`config.mk`:
```
export PLATFORM = sky130hd
export DESIGN_NAME = irq_dispatch_seq
export DESIGN_NICKNAME = d
export VERILOG_FILES = /design/src/rtl/irq_seq_pkg.sv /design/src/rtl/irq_prio_enc.sv /design/src/rtl/irq_dispatch_seq.sv
export SDC_FILE = /design/constraint.sdc
export NUM_CORES = 1
export LEC_CHECK = 0
export CAP_MARGIN = 25
export CORE_ASPECT_RATIO = 1.2
export CORE_MARGIN = 3
export CORE_UTILIZATION = 35
export CTS_BUF_LIST = sky130_fd_sc_hd__clkbuf_4
export DETAILED_ROUTE_END_ITERATION = 8
export GPL_TIMING_DRIVEN = 0
export PLACE_DENSITY_LB_ADDON = 0.25
export SETUP_SLACK_MARGIN = 0.05
export SYNTH_ARGS = -nofsm -noshare
export SYNTH_HDL_FRONTEND = slang
export SYNTH_SLANG_ARGS = --single-unit
```
`constraint.sdc`:
```
create_clock -name CLK -period 2.3 [get_ports CLK]
set_clock_uncertainty 0.2 [all_clocks]
set_input_delay 0.23 -clock CLK [delete_from_list [all_inputs] [get_ports CLK]]
set_output_delay 0.23 -clock CLK [all_outputs]
set_load 0.1 [all_outputs]
```
`src/rtl/irq_seq_pkg.sv`:
```
// Shared types and constants for the interrupt dispatch sequencer.
// The enum values double as the externally visible PHASE encoding.
package irq_seq_pkg;

  typedef enum logic [2:0] {
    StIdle   = 3'd0,
    StHalt   = 3'd1,
    StW1     = 3'd2,
    StW2     = 3'd3,
    StPushHi = 3'd4,
    StPushLo = 3'd5,
    StJump   = 3'd6
  } irq_state_e;

  localparam logic [7:0]  VEC_BASE = 8'h40;
  localparam int unsigned VEC_STEP = 8;

  function automatic logic [7:0] vec_of(input logic [2:0] idx);
    return VEC_BASE + (8'(VEC_STEP) * {5'd0, idx});
  endfunction

endpackage

```
`src/rtl/irq_prio_enc.sv`:
```
// Combinational lowest-index-wins priority encoder for the pending vector.
module irq_prio_enc (
  input  logic [7:0] P,
  output logic       any,
  output logic [2:0] idx,
  output logic [7:0] onehot
);

  always_comb begin
    any    = |P;
    idx    = 3'd0;
    onehot = 8'h00;
    // Descending scan so the lowest set bit is the last one written.
    for (int i = 7; i >= 0; i--) begin
      if (P[i]) begin
        idx       = 3'(i);
        onehot    = 8'h00;
        onehot[i] = 1'b1;
      end
    end
  end

endmodule

```
`src/rtl/irq_dispatch_seq.sv`:
```
// Interrupt dispatch sequencer: IME/EI-delay handling, HALT and the 5 M-cycle dispatch.
// Optional HALT_BUG output is built when IRQ_HALT_BUG_EN is defined.
module irq_dispatch_seq
  import irq_seq_pkg::*;
(
  input  logic       CLK,
  input  logic       nRES,
  input  logic       MC_STB,
  input  logic       INSN_END,
  input  logic [7:0] IE,
  input  logic [7:0] IF,
  input  logic       OP_EI,
  input  logic       OP_DI,
  input  logic       OP_RETI,
  input  logic       OP_HALT,
  output logic [7:0] IRQ_ACK,
  output logic [7:0] VEC,
  output logic [2:0] PHASE,
  output logic       IME,
  output logic       HALTED,
  output logic       DISPATCH,
  output logic       PUSH_HI,
  output logic       PUSH_LO,
`ifdef IRQ_HALT_BUG_EN
  output logic       JUMP,
  output logic       HALT_BUG
`else
  output logic       JUMP
`endif
);

  logic [7:0] p;
  logic       p_any;
  logic [2:0] p_idx;
  logic [7:0] p_onehot;

  assign p = IE & IF;

  irq_prio_enc u_prio (
    .P      (p),
    .any    (p_any),
    .idx    (p_idx),
    .onehot (p_onehot)
  );

  irq_state_e state_q, state_d;
  logic       ime_q, ime_d;
  logic       pend_q, pend_d;
  logic [2:0] idx_q, idx_d;
  logic [7:0] vec_q, vec_d;
  logic [7:0] ack_q, ack_d;
  logic       halted_q, dispatch_q, push_hi_q, push_lo_q, jump_q;
`ifdef IRQ_HALT_BUG_EN
  logic       hbug_q, hbug_d;
`endif

  always_comb begin
    state_d = state_q;
    ime_d   = ime_q;
    pend_d  = pend_q;
    idx_d   = idx_q;
    vec_d   = vec_q;
    ack_d   = 8'h00;
`ifdef IRQ_HALT_BUG_EN
    hbug_d  = 1'b0;
`endif
    if (MC_STB) begin
      unique case (state_q)
        StIdle: begin
          // Dispatch decision uses the IME value from before this boundary.
          if (INSN_END && ime_q && p_any) begin
            state_d = StW1;
            ime_d   = 1'b0;
            pend_d  = 1'b0;
          end else begin
            if (INSN_END && pend_q) begin
              ime_d  = 1'b1;
              pend_d = 1'b0;
            end
            if (OP_DI) begin
              ime_d  = 1'b0;
              pend_d = 1'b0;
            end else begin
              if (OP_EI)   pend_d = 1'b1;
              if (OP_RETI) ime_d  = 1'b1;
            end
            if (OP_HALT) begin
              if (!p_any) begin
                state_d = StHalt;
              end
`ifdef IRQ_HALT_BUG_EN
              else if (!ime_q) begin
                hbug_d = 1'b1;
              end
`endif
            end
          end
        end
        StHalt: begin
          if (p_any) begin
            if (ime_q) begin
              state_d = StW1;
              ime_d   = 1'b0;
              pend_d  = 1'b0;
            end else begin
              state_d = StIdle;
            end
          end
        end
        StW1:     state_d = StW2;
        StW2:     state_d = StPushHi;
        StPushHi: begin
          // Pending set is re-sampled here; it may have vanished during the high push.
          state_d = StPushLo;
          if (p_any) begin
            idx_d = p_idx;
            vec_d = vec_of(p_idx);
            ack_d = p_onehot;
          end else begin
            vec_d = 8'h00;
          end
        end
        StPushLo: state_d = StJump;
        StJump: begin
          state_d = StIdle;
          vec_d   = 8'h00;
        end
        default: begin
          state_d = StIdle;
          vec_d   = 8'h00;
        end
      endcase
    end
  end

  always_ff @(posedge CLK or negedge nRES) begin
    if (!nRES) begin
      state_q    <= StIdle;
      ime_q      <= 1'b0;
      pend_q     <= 1'b0;
      idx_q      <= 3'd0;
      vec_q      <= 8'h00;
      ack_q      <= 8'h00;
      halted_q   <= 1'b0;
      dispatch_q <= 1'b0;
      push_hi_q  <= 1'b0;
      push_lo_q  <= 1'b0;
      jump_q     <= 1'b0;
`ifdef IRQ_HALT_BUG_EN
      hbug_q     <= 1'b0;
`endif
    end else begin
      state_q    <= state_d;
      ime_q      <= ime_d;
      pend_q     <= pend_d;
      idx_q      <= idx_d;
      vec_q      <= vec_d;
      ack_q      <= ack_d;
      halted_q   <= (state_d == StHalt);
      dispatch_q <= (state_d == StW1) || (state_d == StW2) || (state_d == StPushHi) ||
                    (state_d == StPushLo) || (state_d == StJump);
      push_hi_q  <= (state_d == StPushHi);
      push_lo_q  <= (state_d == StPushLo);
      jump_q     <= (state_d == StJump);
`ifdef IRQ_HALT_BUG_EN
      hbug_q     <= hbug_d;
`endif
    end
  end

  assign PHASE    = state_q;
  assign IME      = ime_q;
  assign VEC      = vec_q;
  assign IRQ_ACK  = ack_q;
  assign HALTED   = halted_q;
  assign DISPATCH = dispatch_q;
  assign PUSH_HI  = push_hi_q;
  assign PUSH_LO  = push_lo_q;
  assign JUMP     = jump_q;
`ifdef IRQ_HALT_BUG_EN
  assign HALT_BUG = hbug_q;
`endif

endmodule

```
# Word-level counts from Yosys, hierarchy flattened
# Index checks and enable logic that the tools add are counted.
# Widths: inputs -> output; s select.
dict set report totals {
  ff_bits 26
  input_bits 24
  output_inout_bits 25
  word_cells 83
}
dict set report classes {
  addsub 1
  n_eq_ne 15
  n_mux 41
  n_bitwise 2
  n_reduce_logical 14
}
# operator n
set op_table {}
lappend op_table {{$mux 8} 12}
lappend op_table {{$mux 3} 13}
lappend op_table {{$pmux 3 s6} 1}
lappend op_table {{$pmux 8 s2} 1}
lappend op_table {{$eq 3x3->1 const B} 5}
lappend op_table {{$eq 3x2->1 const B} 4}
lappend op_table {{$mux 1} 11}
lappend op_table {{$ne 5x5->1 const B} 2}
lappend op_table {{$add 7x6->8 const A} 1}
lappend op_table {{$and 8x8->8} 1}
lappend op_table {{$reduce_or 8->1} 1}
lappend op_table {{$eq 3x1->1 const B} 2}
lappend op_table {{$reduce_and 5->1} 1}
lappend op_table {{$reduce_or 5->1} 1}
lappend op_table {{$logic_or 1x1->1} 4}
lappend op_table {{$ne 2x2->1 const B} 2}
lappend op_table {{$pmux 1 s2} 2}
lappend op_table {{$reduce_and 4->1} 1}
lappend op_table {{$logic_and 1x1->1} 3}
lappend op_table {{$logic_not 3->1} 1}
lappend op_table {{$mux 2} 1}
lappend op_table {{$reduce_and 2->1} 1}
lappend op_table {{$reduce_bool 2->1} 1}
lappend op_table {{$not 1->1} 1}

# Depth between registers and ports, before layout
dict set report depth {
  word_depth 12
  mapped_depth 5
  ltp_nobuf 4
}

# Modules after synthesis
# Synthesis repeated with hierarchy kept, for this count alone.
dict set report hier_totals {
  hier_cells 127
  area_unflattened_um2 1188.6
}
# mod n_inst cells_each area_per_inst_um2 seq_area_each_um2
set modules_own_cells {}
lappend modules_own_cells {irq_dispatch_seq 1 104 1043.5 550.5}
lappend modules_own_cells {irq_prio_enc 1 23 145.1 0.0}

# Worst setup path after synthesis
# OpenSTA, ideal clock, no wires.
dict set report synth_path {
  path_type {register to register}
  start {register state_q[1], in the netlist PHASE[1]}
  end {register halted_q, in the netlist HALTED}
  setup_time_ns 0.126
  arrival_time_ns 2.002
  required_time_ns 1.974
  setup_slack_ns -0.028
  stages_incl_launch_ff 6
  n_path_buf 1
  synth_period_minus_slack_ns 2.328
  path_cell_list {dfrtp_1 -> clkbuf_1 -> nand2b_1 -> a21oi_1 -> a221o_1 -> a21boi_1}
}
dict set report synth_via {
  word_cells_on_any_way 13
  cone_classes {6 x eq/ne; 6 x mux; 1 x reduce/logical}
}
# item line_no
set synth_rtl {}
lappend synth_rtl {{start, declared} irq_dispatch_seq.sv:46} ;# irq_state_e state_q, state_d;
lappend synth_rtl {{start signal, assigned} irq_dispatch_seq.sv:138} ;# state_q <= StIdle;
lappend synth_rtl {{start signal, assigned} irq_dispatch_seq.sv:153} ;# state_q <= state_d;
lappend synth_rtl {{$eq 3x3->1, or another cell as far along} irq_dispatch_seq.sv:68} ;# unique case (state_q)
lappend synth_rtl {{$pmux 3 s6 *} irq_dispatch_seq.sv:68}
lappend synth_rtl {{$mux 3 *} irq_dispatch_seq.sv:67} ;# if (MC_STB) begin
lappend synth_rtl {{net state_d[0]} irq_dispatch_seq.sv:46}
lappend synth_rtl {{$eq 3x1->1 *} irq_dispatch_seq.sv:159} ;# halted_q <= (state_d == StHalt);
lappend synth_rtl {{end signal, assigned} irq_dispatch_seq.sv:159}
lappend synth_rtl {{end, declared} irq_dispatch_seq.sv:52} ;# logic halted_q, dispatch_q, push_hi_q, push_lo_q, jump_q;
# The timed path passes the listed nets; every way through them passes the cells marked *.
# A chain may end at the register's enable or synchronous reset.

# Final worst setup path
dict set report layout_path {
  start {register ack_q[2], in the netlist IRQ_ACK[2]}
  end {output port IRQ_ACK[2]}
}
# item line_no
set layout_rtl {}
lappend layout_rtl {{start, declared} irq_dispatch_seq.sv:51} ;# logic [7:0] ack_q, ack_d;
lappend layout_rtl {{start signal, assigned} irq_dispatch_seq.sv:158} ;# ack_q <= ack_d;
lappend layout_rtl {{end, declared} irq_dispatch_seq.sv:16} ;# output logic [7:0] IRQ_ACK,
# No word-level cell between the ends.

==> metrics.txt <==
clk_lat worst skew 0.30 ns; layout cell share with drive strength beyond 1 9.94%; post-layout util 54.9%; Leak 0.904 nW; sequential area share after synthesis 47.8%; post-synth cell types 43; CP Class register to output port; Seq pwr share 28.2%; Vias 1106; H-Tree Depth 1; Final min period 2.20 ns; Rel. slew slack 34.3%; register area 553 um2; asr flop ratio synth 100%; CP max stage delay 1.12 ns; internal power 0.825 mW; number of antenna violations at the first check in global routing 0; die height 68.8 um; 1st-pass router iterations 4; Placer Congestion 0.760; Max-cap violations 0; vias per cell 5.34; power density of the placed cells 1090 mW/mm2; layout overhead on the synthesized area 48.4%; ranking of synthesized cells by area dfrtp_1 48%, nand2_1 3.6%, a22o_1 3.0%; CP delay by family, top buffers and inverters; clock root buffer clkbuf_4; # DRC 0; Bufs and invs on worst path 1; TritonCTS clock tree built; most frequent cells in the layout 27 x clkdlybuf4s50_1, 20 x dfrtp_1, 11 x nand2_1, 10 x dlymetal6s2s_1; Starting DRT DRC Count 39; Clk network pwr share 9.5%; number of synthesized flops with an enable pin 0; filler cell count 301; failing checks negative hold slack; cell taking the most area after synthesis dfrtp_1; GRT Total Usage 14.7%; Post-Place Cells 202; synthesized cell area 0.00115 mm2; Max VDD drop 0.000735 V; combinational group share of total power 62.3%; Hold Vio Cnt, Final 6; worst-case clock buffer depth 2; WP data arrival 1.77 ns; Worst-path clk slew 0.12 ns; Antenna diodes 0; routed wire length 2870 um; switch share 55.7%; worst slew pin tran 0.984 ns; Hold Crit Class input port to asynchronous set/reset pin; hold slack final -0.00566 ns; commonest non-fill, non-tap cell in the layout clkdlybuf4s50_1; Worst setup SP type register; status complete, but fails checks; multi-input logic area 546 um2; Final #Nets 196; cell chain of the critical path clkdlybuf4s50_1; gr ovfl total 0; Crit Path Max Fanout 1; Max Slew Vio Count 0; NetSw 1.04 mW; Main synth FF type dfrtp_1; Avg Inst Size Synth 9.67 um2; global-route wire length before repair 4580 um; initial core utilization 37.0%; hold buffers post-CTS 0; Non-Filler Instances 207; fmax 0.455 GHz; Detail Route Antenna Nets 0; largest net degree at the start of global routing 23; Synth Register Bits 22; num ports 49; Cells after Synth 119; DR WL/cell 13.9 um; vias in the first global route 1093; setup TNS 0 ns; Num CTS Buffers 3; CP max-delay cell clkdlybuf4s50_1; die width 58.4 um; Port-buffer cells 44; Ys Warns 0; core area 0.00311 mm2; share of the synthesized area in the top cell type 47.8%; RSZ-0062 raised after global routing no; Finish-stage setup viols 0; Core Rows 22; CP endpoint kind output port; dpl hpwl 2270 um; Worst EP required 1.87 ns; Die ar. 0.00402 mm2; Clock Sinks 22; part of the cycle the worst path needs 95.6%
==> cell families after synthesis <==
logic type,Yosys count,synth area share [%]
AOI/OAI and AO/OA,37,23.5
xor gates and xnor gates,1,0.761
buffers and inverters,13,5.76
DFF,22,47.8
other,1,0.326
and+or+nand+nor,45,21.8
==> path summary, 6_finish.rpt <==
path                       slack, ns  cells past startpoint  startpoint          to
min in group CLK                0.30                      1      VEC[4]      VEC[4]
setup / recovery                0.10                      1  IRQ_ACK[2]  IRQ_ACK[2]
max in group asynchronous       1.46                      2        nRES    PHASE[1]
setup reg to reg                0.37                      5    PHASE[1]  IRQ_ACK[7]
hold / removal                -0.006                      1        nRES  IRQ_ACK[1]
hold reg to reg                 0.30                      1      VEC[4]      VEC[4]
==> metal layers <==
layer | global-route usage, % | share of wire, %
met1 | 14.1 | 36
met2 | 30.2 | 54
met3 | 4.28 | 9.4
met4 | 3.48 | 0.77
met5 | 0 | 0
==> synthesized netlist by cell type, drive strengths merged, types with 3 or more instances <==
cell type / number
and2: 4
dfrtp: 22
clkbuf: 4
o21ai: 10
a211oi: 3
inv: 3
nand3: 7
a22o: 4
buf: 6
a21oi: 3
nor2: 6
nand2: 11
a22oi: 3
==> sequential cells by signal, summed over array words and instances, names as in the netlist <==
name	cells
IME	1
PUSH_LO	1
PUSH_HI	1
DISPATCH	1
IRQ_ACK	8
JUMP	1
HALTED	1
pend_q	1
VEC	4
PHASE	3
==> metrics by stage <==
stage	hold slack, ns	worst slack, ns	power, mW	instance area [um2]
floorplan	-0.266	0.103	1.44	1160
global placement	0.275	0.0601	1.72	1650
detailed placement	0.284	0.0361	1.73	1650
CTS	0.302	0.0518	1.88	1670
global route	0.0122	0.0589	1.96	1710
finish	-0.00566	0.101	1.86	1710
==> what timing repair did <==
action	in CTS	in global routing
gates resized for setup	7	10
cloned	0	0
buffers inserted	0	0
setup endpoints to repair	7	10
==> area by class of cell <==
| cell class | count | area share, % |
|---|---|---|
| clock inverters | 1 | 0.220 |
| plain buffers | 10 | 3.22 |
| clock buffers | 3 | 1.32 |
| multi-input cells | 87 | 31.9 |
| flip-flops and latches | 22 | 32.4 |
| repair buffers | 45 | 27.6 |
| inverters | 3 | 0.659 |
| well taps | 36 | 2.64 |
==> power by group through the flow <==
stage / registers, mW / logic (mW) / clock network [mW]
6_report: 0.525 / 1.16 / 0.176
5_1_grt: 0.537 / 1.22 / 0.201
4_1_cts: 0.527 / 1.17 / 0.184
3_5_place_dp: 0.537 / 1.19 / 0
3_3_place_gp: 0.536 / 1.18 / 0
2_1_floorplan: 1.13 / 0.309 / 0
Note: power is estimated with default switching activity, not from simulation.
